`src/rtl/rob_commit_pkg.sv`:
```
// Shared types and sizes for the in-order retirement buffer feeding the 8x16 register file.
package rob_commit_pkg;

  localparam int REG_W      = 16;
  localparam int REG_ADDR_W = 3;
  localparam int ROB_DEPTH  = 16;

  typedef struct packed {
    logic                  done;
    logic                  wen;
    logic [REG_ADDR_W-1:0] dest;
    logic [REG_W-1:0]      data;
  } rob_entry_t;

endpackage

```
`src/rtl/rob_entry_array.sv`:
```
// Entry storage: one allocate port, two completion write ports and two combinational
// read ports (head and head+1).
module rob_entry_array
  import rob_commit_pkg::*;
#(
  parameter int DEPTH = ROB_DEPTH,
  parameter int TAG_W = $clog2(DEPTH)
) (
  input  logic                  clk,
  input  logic                  rst,
  input  logic                  clear_i,
  input  logic                  alloc_en_i,
  input  logic [TAG_W-1:0]      alloc_idx_i,
  input  logic                  alloc_wen_i,
  input  logic [REG_ADDR_W-1:0] alloc_dest_i,
  input  logic                  cmp0_en_i,
  input  logic [TAG_W-1:0]      cmp0_idx_i,
  input  logic [REG_W-1:0]      cmp0_data_i,
  input  logic                  cmp1_en_i,
  input  logic [TAG_W-1:0]      cmp1_idx_i,
  input  logic [REG_W-1:0]      cmp1_data_i,
  input  logic [TAG_W-1:0]      rd0_idx_i,
  input  logic [TAG_W-1:0]      rd1_idx_i,
  output rob_entry_t            rd0_o,
  output rob_entry_t            rd1_o
);

  logic [DEPTH-1:0]      done_q;
  logic [DEPTH-1:0]      wen_q;
  logic [REG_ADDR_W-1:0] dest_q [DEPTH];
  logic [REG_W-1:0]      data_q [DEPTH];

  // NOTE: only the done bits are reset; wen/dest/data are never observed unless done is
  // set, so they stay a plain RAM without reset or clear logic.
  always_ff @(posedge clk or posedge rst) begin
    if (rst) begin
      done_q <= '0;
    end else if (clear_i) begin
      done_q <= '0;
    end else begin
      if (alloc_en_i) done_q[alloc_idx_i] <= 1'b0;
      if (cmp0_en_i)  done_q[cmp0_idx_i]  <= 1'b1;
      if (cmp1_en_i)  done_q[cmp1_idx_i]  <= 1'b1;
    end
  end

  always_ff @(posedge clk) begin
    if (alloc_en_i) begin
      wen_q[alloc_idx_i]  <= alloc_wen_i;
      dest_q[alloc_idx_i] <= alloc_dest_i;
    end
    if (cmp0_en_i) data_q[cmp0_idx_i] <= cmp0_data_i;
    if (cmp1_en_i) data_q[cmp1_idx_i] <= cmp1_data_i;
  end

  always_comb begin
    rd0_o.done = done_q[rd0_idx_i];
    rd0_o.wen  = wen_q[rd0_idx_i];
    rd0_o.dest = dest_q[rd0_idx_i];
    rd0_o.data = data_q[rd0_idx_i];
    rd1_o.done = done_q[rd1_idx_i];
    rd1_o.wen  = wen_q[rd1_idx_i];
    rd1_o.dest = dest_q[rd1_idx_i];
    rd1_o.data = data_q[rd1_idx_i];
  end

endmodule

```
`src/rtl/rob_commit.sv`:
```
// In-order retirement buffer: program-order allocate, out-of-order completion,
// up to two oldest completed entries retire per cycle onto the register file write ports.
module rob_commit
  import rob_commit_pkg::*;
#(
  parameter int DEPTH = ROB_DEPTH,
  parameter int TAG_W = $clog2(DEPTH)
) (
  input  logic                  clk,
  input  logic                  rst,
  input  logic                  flush,
  input  logic                  disp_valid,
  input  logic                  disp_wen,
  input  logic [REG_ADDR_W-1:0] disp_dest,
  output logic                  disp_ready,
  output logic [TAG_W-1:0]      disp_tag,
  input  logic                  cmp0_valid,
  input  logic [TAG_W-1:0]      cmp0_tag,
  input  logic [REG_W-1:0]      cmp0_data,
  input  logic                  cmp1_valid,
  input  logic [TAG_W-1:0]      cmp1_tag,
  input  logic [REG_W-1:0]      cmp1_data,
  output logic                  wen0,
  output logic [REG_ADDR_W-1:0] waddr0,
  output logic [REG_W-1:0]      wdata0,
  output logic                  wen1,
  output logic [REG_ADDR_W-1:0] waddr1,
  output logic [REG_W-1:0]      wdata1,
  output logic [1:0]            retire_cnt,
  output logic                  empty
);

  logic [TAG_W-1:0] head_q, head_d, tail_q, tail_d, head_nxt;
  logic [TAG_W:0]   count_q, count_d;
  logic             accept, slot0, slot1;
  rob_entry_t       ent0, ent1;

  // Full/empty come from the registered count only: no same-cycle retire bypass.
  assign disp_ready = (count_q != (TAG_W+1)'(DEPTH));
  assign disp_tag   = tail_q;
  assign empty      = (count_q == '0);
  assign accept     = disp_valid && disp_ready && !flush;
  assign head_nxt   = head_q + TAG_W'(1);

  rob_entry_array #(.DEPTH(DEPTH), .TAG_W(TAG_W)) u_entries (
    .clk          (clk),
    .rst          (rst),
    .clear_i      (flush),
    .alloc_en_i   (accept),
    .alloc_idx_i  (tail_q),
    .alloc_wen_i  (disp_wen),
    .alloc_dest_i (disp_dest),
    .cmp0_en_i    (cmp0_valid && !flush),
    .cmp0_idx_i   (cmp0_tag),
    .cmp0_data_i  (cmp0_data),
    .cmp1_en_i    (cmp1_valid && !flush),
    .cmp1_idx_i   (cmp1_tag),
    .cmp1_data_i  (cmp1_data),
    .rd0_idx_i    (head_q),
    .rd1_idx_i    (head_nxt),
    .rd0_o        (ent0),
    .rd1_o        (ent1)
  );

  // NOTE: every output gets a default first, so no branch can leave one unassigned
  // and infer a latch.
  always_comb begin
    wen0   = 1'b0;
    waddr0 = '0;
    wdata0 = '0;
    wen1   = 1'b0;
    waddr1 = '0;
    wdata1 = '0;
    slot0  = !flush && (count_q != '0) && ent0.done;
    slot1  = slot0 && (count_q >= (TAG_W+1)'(2)) && ent1.done;
    if (slot0) begin
      wen0   = ent0.wen;
      waddr0 = ent0.dest;
      wdata0 = ent0.data;
    end
    if (slot1) begin
      wen1   = ent1.wen;
      waddr1 = ent1.dest;
      wdata1 = ent1.data;
    end
    retire_cnt = {1'b0, slot0} + {1'b0, slot1};
  end

  always_comb begin
    head_d  = head_q + TAG_W'(retire_cnt);
    tail_d  = tail_q + TAG_W'(accept);
    count_d = count_q + (TAG_W+1)'(accept) - (TAG_W+1)'(retire_cnt);
    if (flush) begin
      head_d  = '0;
      tail_d  = '0;
      count_d = '0;
    end
  end

  // NOTE: state registers use non-blocking assignments only; the _d values above are
  // computed with blocking assignments in combinational blocks.
  always_ff @(posedge clk or posedge rst) begin
    if (rst) begin
      head_q  <= '0;
      tail_q  <= '0;
      count_q <= '0;
    end else begin
      head_q  <= head_d;
      tail_q  <= tail_d;
      count_q <= count_d;
    end
  end

endmodule

```
`config.mk`:
```
export PLATFORM = sky130hd
export DESIGN_NAME = rob_commit
export DESIGN_NICKNAME = d
export VERILOG_FILES = /design/src/rtl/rob_commit_pkg.sv /design/src/rtl/rob_entry_array.sv /design/src/rtl/rob_commit.sv
export SDC_FILE = /design/constraint.sdc
export NUM_CORES = 1
export LEC_CHECK = 0
export ABC_AREA = 1
export ABC_CLOCK_PERIOD_IN_PS = 9950
export BUFFER_PORTS_ARGS = -buffer_cell sky130_fd_sc_hd__buf_4
export CAP_MARGIN = 20
export CORE_MARGIN = 1
export CORE_UTILIZATION = 47
export CTS_CLUSTER_SIZE = 20
export DETAILED_ROUTE_END_ITERATION = 10
export PLACE_DENSITY = 0.64
export SETUP_SLACK_MARGIN = 0.02
export SLEW_MARGIN = 20
export SYNTH_ARGS = -nofsm -noshare
export SYNTH_HDL_FRONTEND = slang
export SYNTH_SLANG_ARGS = --single-unit
```
`constraint.sdc`:
```
create_clock -name clk -period 9.95 [get_ports clk]
set_input_delay 1.99 -clock clk [delete_from_list [all_inputs] [get_ports clk]]
set_output_delay 1.99 -clock clk [all_outputs]
set_load 0.05 [all_outputs]
```
* After elaboration in Yosys (flattened, before gate mapping)
Memory sizes are Yosys's and may differ from the RTL's.
Index checks and enable logic that the tools add are counted.
** Operators by class
- Add/sub/neg operators :: 6
- Order comparisons :: 9
- Equal/unequal tests :: 1
- Mux-type cells :: 36
- Bitwise operators :: 4
- Reduce and logical (&&, ||, !) cells :: 14
** Operator list (number)
- $mux W16 :: 8
- $or A16 B16 Y16 :: 2
- $lt A4 B5 Y1 const B :: 5
- $and A16 B16 Y16 :: 1
- $bmux W1 S4 :: 4
- $bwmux W16 :: 1
- $not A16 Y16 :: 1
- $mux W1 :: 15
- $demux W1 S4 :: 3
- $ge A4 B1 Y1 const B :: 3
- $logic_and A1 B1 Y1 :: 11
- $mux W4 :: 2
- $mux W3 :: 2
- $add A5 B1 Y5 :: 1
- $ge A5 B2 Y1 const B :: 1
- $logic_not A5 Y1 :: 1
- $mux W5 :: 1
- $ne A5 B5 Y1 const B :: 1
- $reduce_bool A5 Y1 :: 1
- $sub A5 B2 Y5 :: 1
- $add A4 B1 Y4 :: 1
- $add A4 B1 Y4 const B :: 1
- $add A4 B2 Y4 :: 1
- $add A1 B1 Y2 :: 1
- $logic_not A1 Y1 :: 1
** Word-level totals
- Bits in registers :: 45
- Bits in writable memories :: 304
- Output and inout port bits :: 48
- Word-level logic and storage cells :: 77
- Memories :: 2
** Memory list
- u_entries.data_q :: words 16, bits a word 16, read ports 2, clocked after memory_dff 0, wr ports 2, line rob_entry_array.sv:31 : logic [REG_W-1:0] data_q [DEPTH];
- u_entries.dest_q :: words 16, bits a word 3, read ports 2, clocked after memory_dff 0, wr ports 1, line rob_entry_array.sv:30 : logic [REG_ADDR_W-1:0] dest_q [DEPTH];

* Depth between registers and ports, before layout
Gate-level depths: netlist (run 1).
- Depth after elaboration :: 14
- Gate-level depth with buffers :: 24

* By module
Synthesis (run 1) repeated with hierarchy kept, for this count alone.
** Unflattened totals
- Cell total of the unflattened synthesis :: 3097
- Area, all modules :: 22810.6 um2
** Modules (own cells, without submodules)
- rob_entry_array :: instances 1, cells each 2904, area each 21501.9 um2
- rob_commit :: instances 1, cells each 193, area each 1308.8 um2

* Worst setup path before layout (run 1)
Ideal clock, no wire load.
- Path kind :: flip-flop to output port
- From :: register count_q[2]
- To :: output retire_cnt[0]
- Arrival :: 3.367 ns
- Setup slack :: 4.593 ns
- Stages on the path, launching flop included :: 12
- Buffers on the path :: 1
- Cells stage by stage :: dfrtp_1 -> inv_1 -> ha_1 -> inv_1 -> nor4_1 -> nor2_1 -> inv_1 -> a21oi_2 -> nand2_1 -> buf_6 -> inv_2 -> ha_1
** Between the ends
- Word-level cells in the longest chain between the ends :: 6
- Elaborated cells between the ends (all ways) :: 7
- Classes of those cells :: add/sub: 1; order compare: 1; reduce/logical: 5
** RTL lines
- start, declared :: line rob_commit.sv:34 : logic [TAG_W:0] count_q, count_d;
- start signal, assigned :: line rob_commit.sv:110 : count_q <= count_d;
- parallel branches: the longest is 5 deep, another holds $ge A5 B2 Y1
- $add A1 B1 Y2 (*) :: line rob_commit.sv:86 : retire_cnt = {1'b0, slot0} + {1'b0, slot1};
- end, declared :: line rob_commit.sv:29 : output logic [1:0] retire_cnt,
Every way passes the cells marked *.

* Worst setup path after layout (run 1)
- From :: register head_q[0]
- To :: output retire_cnt[0]
** Between the ends
- Word-level cells in the longest chain between the ends :: 6
- Elaborated cells between the ends (all ways) :: 9
- Classes of those cells :: add/sub: 2; mux: 4; reduce/logical: 3
** RTL lines
- start, declared :: line rob_commit.sv:33 : logic [TAG_W-1:0] head_q, head_d, tail_q, tail_d, head_nxt;
- start signal, assigned :: line rob_commit.sv:104 : head_q <= '0;
- start signal, assigned :: line rob_commit.sv:108 : head_q <= head_d;
- parallel branches: the longest is 5 deep, another holds $add A4 B1 Y4
- $add A1 B1 Y2 (*) :: line rob_commit.sv:86
Every way passes the cells marked *. The select of a mux whose other input is x is not followed.

==> out/results.md, run 1 <==
| Metric | Reported | Unit |
| --- | --- | --- |
| Slew at the pin closest to its max-slew limit | 1.14 | ns |
| Slew Limit Headroom | 24.1 | % |
| Antenna viol nets, final | 0 | - |
| Highest ir drop seen on vdd | 0.102 | mV |
| Die width | 212 | um |
| Clock-pin slew of the registers on the worst-case setup and hold paths | 0.06 | ns |
| Hold Path Cell Cnt | 2 | - |
| Time the final worst path needs with I/O delays and setup | 7.27 | ns |
| Total DRC errors in the routed layout | 0 | - |
| GR met1 Demand/Resource | 41.5 | % |
| Final weighted congestion in routability-driven placement | 0.972 | - |
| Power per cell area | 153 | nW/um^2 |
| Layout area overhead | 10.3 | % |
| Largest net degree at the start of global routing | 182 | - |
| Post-Place Cells | 3119 | - |
| Post-layout worst setup margin | 2.68 | ns |
| Result of the run | finished, final reports clean | - |
| Buffer count from post-CTS setup fixing | 0 | - |
| Wire length of the first global-routing pass | 103000 | um |
| Worst clock skew on the final layout | 0.0173 | ns |
| Hold endpoint | u_entries.done_q[14] | - |
| DP Wirelength | 42900 | um |
| Number of levels in the clock H-tree | 2 | - |
| Gate count after technology mapping | 2627 | - |
| Floorplan die height | 212 | um |
| Per-cell routed wire length | 21.6 | um |
| Count of endpoints failing hold in the final timing report | 0 | - |
| Routed Wire Length | 69200 | um |
| Number of port buffers | 97 | - |
| Average cell area after synthesis | 7.90 | um^2 |
| Ports | 98 | - |
| Worst hold margin | 0.569 | ns |
| Starting density of the core | 47.9 | % |
| GR Layer Usage met3 | 4.61 | % |
| Global routing met2 resource utilization | 48.5 | % |
| FILL cells | 3994 | - |
| CP Launch Type | register | - |
| Sequence of cells on the critical path | inv_8 -> o21ai_1 -> nand2_2 -> inv_2 -> nand2_1 -> nor2_1 -> nor2_1 -> nand2_2 -> inv_2 -> ha_1 -> buf_4 | - |
| Share of the cycle needed by the critical path after routing | 73.0 | % |
| Final Non-Filler Cells | 3198 | - |
| Seq cells post-synth | 349 | - |
| Number of global-route vias before repair | 17.5k | - |
| Crit path required time | 7.96 | ns |
| Overall Global Routing Usage | 30.9 | % |
| Clock tree from TritonCTS | done | - |
| Cell variety after synth | 39 | - |
| Leakage power | 9.52 | nW |
| Post-route setup TNS | 0 | ns |
| Startpoint of the worst hold path | u_entries.done_q[14] | - |
| Root buffer cell | sky130_fd_sc_hd__clkbuf_16 | - |
| Setup-violating endpoint count in the final report | 0 | - |
| Stage delay of the slowest cell on the critical path | 1.04 | ns |
| Count of vias placed by the detailed router | 19.1k | - |
| Post-Synthesis Net Count | 2695 | - |
| Total number of placement rows | 76 | - |
| Floorplan die area | 45000 | um^2 |
| CP Class | reg2out | - |
| Setup repair after global routing missed its margin | false | - |
| # hold bufs at CTS | 0 | - |
| Worst slack at placement | 3.39 | ns |
| GR peak layer | met2 | - |
| Data arrival time of the worst path | 5.28 | ns |
| Core footprint | 43300 | um^2 |
| First-pass DRT Iterations | 6 | - |
| Post-cts resize count | 0 | - |
| Maximum operating frequency | 138 | MHz |
| Clock latency reported for the late side of the worst-skew pair | 0.58 | ns |
| Max stage delay cell, worst path | sky130_fd_sc_hd__dfrtp_4 | - |
| Number of DRC markers in iteration 0 | 2699 | - |
| CP max FO | 181 | - |
| Antenna violations before repair | 5 | - |
| NumNets Final | 2645 | - |
| Number of buffers created by CTS | 41 | - |
| Capturing element type of the critical path | output port | - |
| Ys Warns | 0 | - |
| Remaining global-route overflow | 0 | - |
| Reg-to-reg critical path startpoint | head_q[0] | - |
| Worst reg-to-reg setup slack | 3.82 | ns |
| End of the worst register-to-register path | count_q[4] | - |
| Avg Vias per Cell | 5.96 | - |
| Cell area after synthesis | 20700 | um^2 |
| Deepest clock path buffer count | 3 | - |
| Max-slew violation count | 0 | - |
| Depth of the worst register-to-register path | 21 | - |
| Share of the yosys chip area belonging to registers | 49.8 | % |
| Max Cap Viol | 0 | - |
| Min-delay worst type | reg2reg | - |
| Layout cells sized above 1 | 9.93 | % |
| TritonCTS sink count | 349 | - |
==> layer usage <==
metal	up-vias	share of wire, %
li1	8881	-
met1	8899	40
met2	1100	45
met3	176	11
met4	2	4.3
met5	-	0.013
==> worst max-delay path by stage <==
stage | to | from | cells after the start
floorplan | retire_cnt[0] | count_q[2] | 11
global placement | retire_cnt[0] | head_q[0] | 11
detailed placement | retire_cnt[0] | head_q[0] | 11
CTS | retire_cnt[0] | head_q[0] | 11
global route | retire_cnt[0] | head_q[0] | 11
finish | retire_cnt[0] | head_q[0] | 11
==> state kept, by name, indices dropped and copies added, names as in the netlist <==
register          flops
count_q               5
u_entries.data_q    256
head_q                4
disp_tag              4
u_entries.wen_q      16
u_entries.dest_q     48
u_entries.done_q     16
==> cell type report <==
class / instances / area [um^2] / share of cell area (%)
Sequential cell: 349 / 10300 / 45.2
Multi-Input combinational cell: 1896 / 8840 / 38.7
Clock buffer: 51 / 1110 / 4.83
Timing Repair Buffer: 144 / 1100 / 4.83
Tap cell: 585 / 732 / 3.20
Inverter: 145 / 553 / 2.42
Clock inverter: 24 / 191 / 0.837
Antenna cell: 4 / 10.0 / 0.0437
==> cell usage in the layout, fill, tap and decap left out, types with 2 or more instances in the layout <==
cell                        synthesis  final
sky130_fd_sc_hd__nor3_2             3      3
sky130_fd_sc_hd__o21ai_0          193    188
sky130_fd_sc_hd__clkinv_1           1     12
sky130_fd_sc_hd__fa_1               2      2
sky130_fd_sc_hd__nand4_1            5      5
sky130_fd_sc_hd__xnor2_1            2      2
sky130_fd_sc_hd__nor2_2            19     19
sky130_fd_sc_hd__clkinv_2           0      8
sky130_fd_sc_hd__or2_1              3      3
sky130_fd_sc_hd__buf_4             13    142
sky130_fd_sc_hd__bufinv_16          0      3
sky130_fd_sc_hd__o21ai_1          269    264
sky130_fd_sc_hd__a21oi_1          209    209
sky130_fd_sc_hd__diode_2            0      4
sky130_fd_sc_hd__inv_6              0      2
sky130_fd_sc_hd__inv_1            131    130
sky130_fd_sc_hd__nor3_1             7      7
sky130_fd_sc_hd__nand2_2            3      4
sky130_fd_sc_hd__o211ai_1          32     32
sky130_fd_sc_hd__ha_1              16     15
sky130_fd_sc_hd__nand3_1          257    257
sky130_fd_sc_hd__edfxtp_1         320    320
sky130_fd_sc_hd__o21ai_2            0     10
sky130_fd_sc_hd__dfrtp_1           29     28
sky130_fd_sc_hd__inv_2             13     12
sky130_fd_sc_hd__a31oi_1            7      7
sky130_fd_sc_hd__o22ai_1            7      7
sky130_fd_sc_hd__clkbuf_16          0     43
sky130_fd_sc_hd__clkbuf_1          92      8
sky130_fd_sc_hd__nor2_1           116    116
sky130_fd_sc_hd__nand2_1          735    734
==> power by group <==
part | internal [mW] | switching, mW
Clock | 0.865 | 0.625
Sequential | 1.64 | 0.0215
Combinational | 0.109 | 0.249
==> synthesized netlist by cell type <==
master	n	area share (%)
sky130_fd_sc_hd__nand3_2	1	0.048
sky130_fd_sc_hd__inv_2	13	0.24
sky130_fd_sc_hd__nand2_2	3	0.090
sky130_fd_sc_hd__o22ai_1	7	0.21
sky130_fd_sc_hd__nor2_2	19	0.57
sky130_fd_sc_hd__o21a_1	1	0.036
sky130_fd_sc_hd__or2_0	1	0.030
sky130_fd_sc_hd__or2_1	3	0.090
sky130_fd_sc_hd__dfrtp_1	29	3.5
sky130_fd_sc_hd__clkinv_1	1	0.018
sky130_fd_sc_hd__nor3_4	1	0.078
sky130_fd_sc_hd__nand3_1	257	6.2
sky130_fd_sc_hd__ha_1	16	0.97
sky130_fd_sc_hd__or2_2	1	0.030
sky130_fd_sc_hd__nor3_1	7	0.17
sky130_fd_sc_hd__o21ai_1	269	6.5
sky130_fd_sc_hd__buf_1	45	0.81
sky130_fd_sc_hd__edfxtp_1	320	46
sky130_fd_sc_hd__a21oi_2	1	0.042
sky130_fd_sc_hd__o211ai_1	32	1.2
sky130_fd_sc_hd__nor3_2	3	0.14
sky130_fd_sc_hd__clkbuf_1	92	1.7
sky130_fd_sc_hd__xnor2_1	2	0.084
sky130_fd_sc_hd__fa_1	2	0.19
sky130_fd_sc_hd__xor2_2	1	0.078
sky130_fd_sc_hd__nand2_1	735	13
sky130_fd_sc_hd__nand4_1	5	0.15
sky130_fd_sc_hd__o21ai_0	193	4.7
sky130_fd_sc_hd__a21oi_1	209	5.0
sky130_fd_sc_hd__xnor2_2	1	0.078
sky130_fd_sc_hd__buf_2	83	2.0
sky130_fd_sc_hd__a311oi_1	1	0.042
sky130_fd_sc_hd__buf_6	4	0.22
sky130_fd_sc_hd__inv_1	131	2.4
sky130_fd_sc_hd__nor4_1	1	0.030
sky130_fd_sc_hd__buf_4	13	0.47
sky130_fd_sc_hd__nor2_1	116	2.1
sky130_fd_sc_hd__a31oi_1	7	0.21
sky130_fd_sc_hd__nor2_4	1	0.054
==> critical path: cells and delay by family (launching register included) <==
kind	cells	cell delay, ns
fa+ha+maj	1	0.35
buf+inv	4	1.38
simple gates	5	1.38
flops	1	1.04
compound gates	1	0.34
==> cell families (layout without fill, tap and decap cells) <==
family	Yosys count	in the layout	share of synthesized area, %
simple gates	1154	1154	23.1
compound gates	720	720	17.9
buf+inv	382	364	7.79
flops	349	349	49.8
fa+ha+maj	18	18	1.16
xor+xnor	4	4	0.241
other cells	0	4	0
==> per-stage QoR <==
stage | total power [mW] | util (%) | cell area (um^2)
finish | 3.51 | 52.9 | 22900
global route | 3.62 | 52.9 | 22900
CTS | 3.52 | 52.9 | 22900
detailed placement | 2.05 | 49.9 | 21600
global placement | 2.03 | 49.8 | 21500
floorplan | 1.94 | - | 20700
(Power assumes the default switching activity.)
==> run 2, diff against run 1 <==
--- a/config.mk
+++ b/config.mk
@@ -6,14 +6,14 @@
 export NUM_CORES = 1
 export LEC_CHECK = 0
 export ABC_AREA = 1
-export ABC_CLOCK_PERIOD_IN_PS = 9950
+export ABC_CLOCK_PERIOD_IN_PS = 6400
 export BUFFER_PORTS_ARGS = -buffer_cell sky130_fd_sc_hd__buf_4
 export CAP_MARGIN = 20
 export CORE_MARGIN = 1
 export CORE_UTILIZATION = 47
 export CTS_CLUSTER_SIZE = 20
 export DETAILED_ROUTE_END_ITERATION = 10
-export PLACE_DENSITY = 0.64
+export PLACE_DENSITY = 0.66
 export SETUP_SLACK_MARGIN = 0.02
 export SLEW_MARGIN = 20
 export SYNTH_ARGS = -nofsm -noshare
==> constraint.sdc (replaced) <==
create_clock -name clk -period 6.4 [get_ports clk]
set_input_delay 1.28 -clock clk [delete_from_list [all_inputs] [get_ports clk]]
set_output_delay 1.28 -clock clk [all_outputs]
set_load 0.05 [all_outputs]
==> run 2 against run 1 <==
Against the previous run:
- first-iteration DRC count increased by 12%
- worst hold slack better by 0.0047 ns
- global-route usage is 1.3 points higher
- count of clock-buffer cells in the layout grew 10
==> out/results.md, run 2 (synthesis gave the netlist of run 1 again) <==
| Metric | Reported | Unit |
| --- | --- | --- |
| Worst clock skew on the final layout | 0.0130 | ns |
| Antenna viol nets, final | 0 | - |
| Stage delay of the slowest cell on the critical path | 0.92 | ns |
| Worst hold margin | 0.574 | ns |
| Number of levels in the clock H-tree | 2 | - |
| Number of buffers created by CTS | 41 | - |
| Setup-violating endpoint count in the final report | 0 | - |
| Hold endpoint | u_entries.done_q[10] | - |
| Placed inst area | 21600 | um^2 |
| Max stage delay cell, worst path | sky130_fd_sc_hd__buf_4 | - |
| Worst reg-to-reg setup slack | 1.85 | ns |
| Die width | 212 | um |
| Core footprint | 43300 | um^2 |
| Overall Global Routing Usage | 32.2 | % |
| TritonCTS sink count | 349 | - |
| Largest delay contributor family on the critical path | buffers and inverters | - |
| CP Class | reg2out | - |
| Depth of the worst register-to-register path | 22 | - |
| Crit path required time | 5.12 | ns |
| Register with the most flip-flops | u_entries.data_q | - |
| Clock latency reported for the late side of the worst-skew pair | 0.56 | ns |
| Wire length of the first global-routing pass | 107000 | um |
| Post-route setup TNS | 0 | ns |
| Count of endpoints failing hold in the final timing report | 0 | - |
| Final weighted congestion in routability-driven placement | 0.914 | - |
| Hold Path Cell Cnt | 2 | - |
| Leakage power | 9.50 | nW |
| End of the worst register-to-register path | count_q[4] | - |
| Register area | 10300 | um^2 |
| DP Wirelength | 43700 | um |
| Layout area overhead | 10.3 | % |
| Starting density of the core | 47.9 | % |
| Share of the cycle needed by the critical path after routing | 83.0 | % |
| Final Non-Filler Cells | 3199 | - |
| Highest ir drop seen on vdd | 0.159 | mV |
| Startpoint of the worst hold path | u_entries.done_q[10] | - |
| Registers with the most flip-flops | u_entries.data_q x256, u_entries.dest_q x48 | - |
| Clock tree from TritonCTS | done | - |
| Data arrival time of the worst path | 4.03 | ns |
| Power per cell area | 236 | nW/um^2 |
| Top library cells by usage in the layout, fill and taps aside | 733 x sky130_fd_sc_hd__nand2_1, 320 x sky130_fd_sc_hd__edfxtp_1, 264 x sky130_fd_sc_hd__o21ai_1, 257 x sky130_fd_sc_hd__nand3_1, 209 x sky130_fd_sc_hd__a21oi_1 | - |
| Result of the run | finished, final reports clean | - |
| Post-layout power | 5.40 | mW |
| Avg Vias per Cell | 6.04 | - |
| Reg-to-reg critical path startpoint | head_q[1] | - |
| Largest net degree at the start of global routing | 181 | - |
| Ports | 98 | - |
| Per-cell routed wire length | 22.7 | um |
| Slew Limit Headroom | 21.5 | % |
| Layout Cell Area excl Fill | 22900 | um^2 |
| Routed Wire Length | 72800 | um |
| Antenna violations before repair | 4 | - |
| Floorplan die height | 212 | um |
| Time the final worst path needs with I/O delays and setup | 5.31 | ns |
| Post-cts resize count | 0 | - |
| Footprint of the multi-input gates | 8880 | um^2 |
| Max-slew violation count | 0 | - |
| CP max FO | 180 | - |
| Capturing element type of the critical path | output port | - |
| Launch point of the critical path | head_q[0] | - |
| Setup repair after global routing missed its margin | false | - |
| Number of global-route vias before repair | 17.5k | - |
| Layout cells sized above 1 | 9.92 | % |
| Maximum operating frequency | 188 | MHz |
| Number of port buffers | 97 | - |
| Count of vias placed by the detailed router | 19.3k | - |
| Number of DRC markers in iteration 0 | 3012 | - |
| Buffers and inverters on the worst path | 3 | - |
| CP Launch Type | register | - |
| Remaining global-route overflow | 0 | - |
| Buffer count from post-CTS setup fixing | 0 | - |
| Root buffer cell | sky130_fd_sc_hd__clkbuf_16 | - |
| Clock-pin slew of the registers on the worst-case setup and hold paths | 0.06 | ns |
| NumNets Final | 2649 | - |
| Sequence of cells on the critical path | inv_8 -> buf_4 -> nand2_1 -> nand3_1 -> nand2_1 -> a21oi_1 -> o21ai_1 -> a21oi_1 -> buf_4 | - |
| Total DRC errors in the routed layout | 0 | - |
| # hold bufs at CTS | 0 | - |
| Min-delay worst type | reg2reg | - |
| Total number of placement rows | 76 | - |
| Largest register FFs | 256 | - |
| FILL cells | 4027 | - |
| Post-Place Cells | 3123 | - |
| Floorplan die area | 45000 | um^2 |
| First-pass DRT Iterations | 6 | - |
| Deepest clock path buffer count | 3 | - |
| Slew at the pin closest to its max-slew limit | 1.17 | ns |
| Most common library cell in the layout ignoring fill and taps | sky130_fd_sc_hd__nand2_1 | - |
| Max Cap Viol | 0 | - |
## run 2: power breakdown
group	internal (mW)	switching (mW)
logic	0.171	0.407
registers	2.55	0.0297
clock network	1.30	0.940
## run 2: worst max path at each step
stage | end | slack (ns) | cells after the start
5_1_grt | wdata0[8] | 0.91 | 9
3_5_place_dp | wdata0[8] | 1.77 | 9
6_report | wdata0[8] | 1.09 | 9
2_1_floorplan | count_q[4] | 1.54 | 22
4_1_cts | wdata0[8] | 1.16 | 9
3_3_place_gp | wdata0[8] | 1.85 | 9
## run 2: cell type report
| type | instances | share of cell area, % |
|---|---|---|
| antenna | 3 | 0.0328 |
| clock buffer | 61 | 4.94 |
| clock inverter | 12 | 0.470 |
| inverter | 145 | 2.42 |
| multi-input combinational | 1896 | 38.8 |
| sequential | 349 | 45.2 |
| tap | 585 | 3.20 |
| timing repair buffer | 148 | 4.91 |
## run 2: stage by stage
step                      setup WS (ns)  utilization (%)
after floorplan                    1.54                -
final                              1.09             52.9
after global placement             1.85             50.0
after global routing              0.909             52.9
after CTS                          1.16             52.9
after detailed placement           1.77             50.0
## run 2: routing by layer
metal / vias up / wire length [um] / GRT usage, % / share of wire, %
met1: 8964 / 28500 / 44.4 / 39
met4: 2 / 3390 / 16.5 / 4.7
met2: 1257 / 31200 / 48.0 / 43
met5: - / 14 / 0 / 0.019
met3: 214 / 9620 / 6.60 / 13
li1: 8886 / - / - / -
## run 2: worst min-delay path, cell delays in order (launching register included)
cell	delay (ns)
sky130_fd_sc_hd__dfrtp_1	0.39
sky130_fd_sc_hd__o21ai_0	0.08
sky130_fd_sc_hd__a21oi_1	0.06
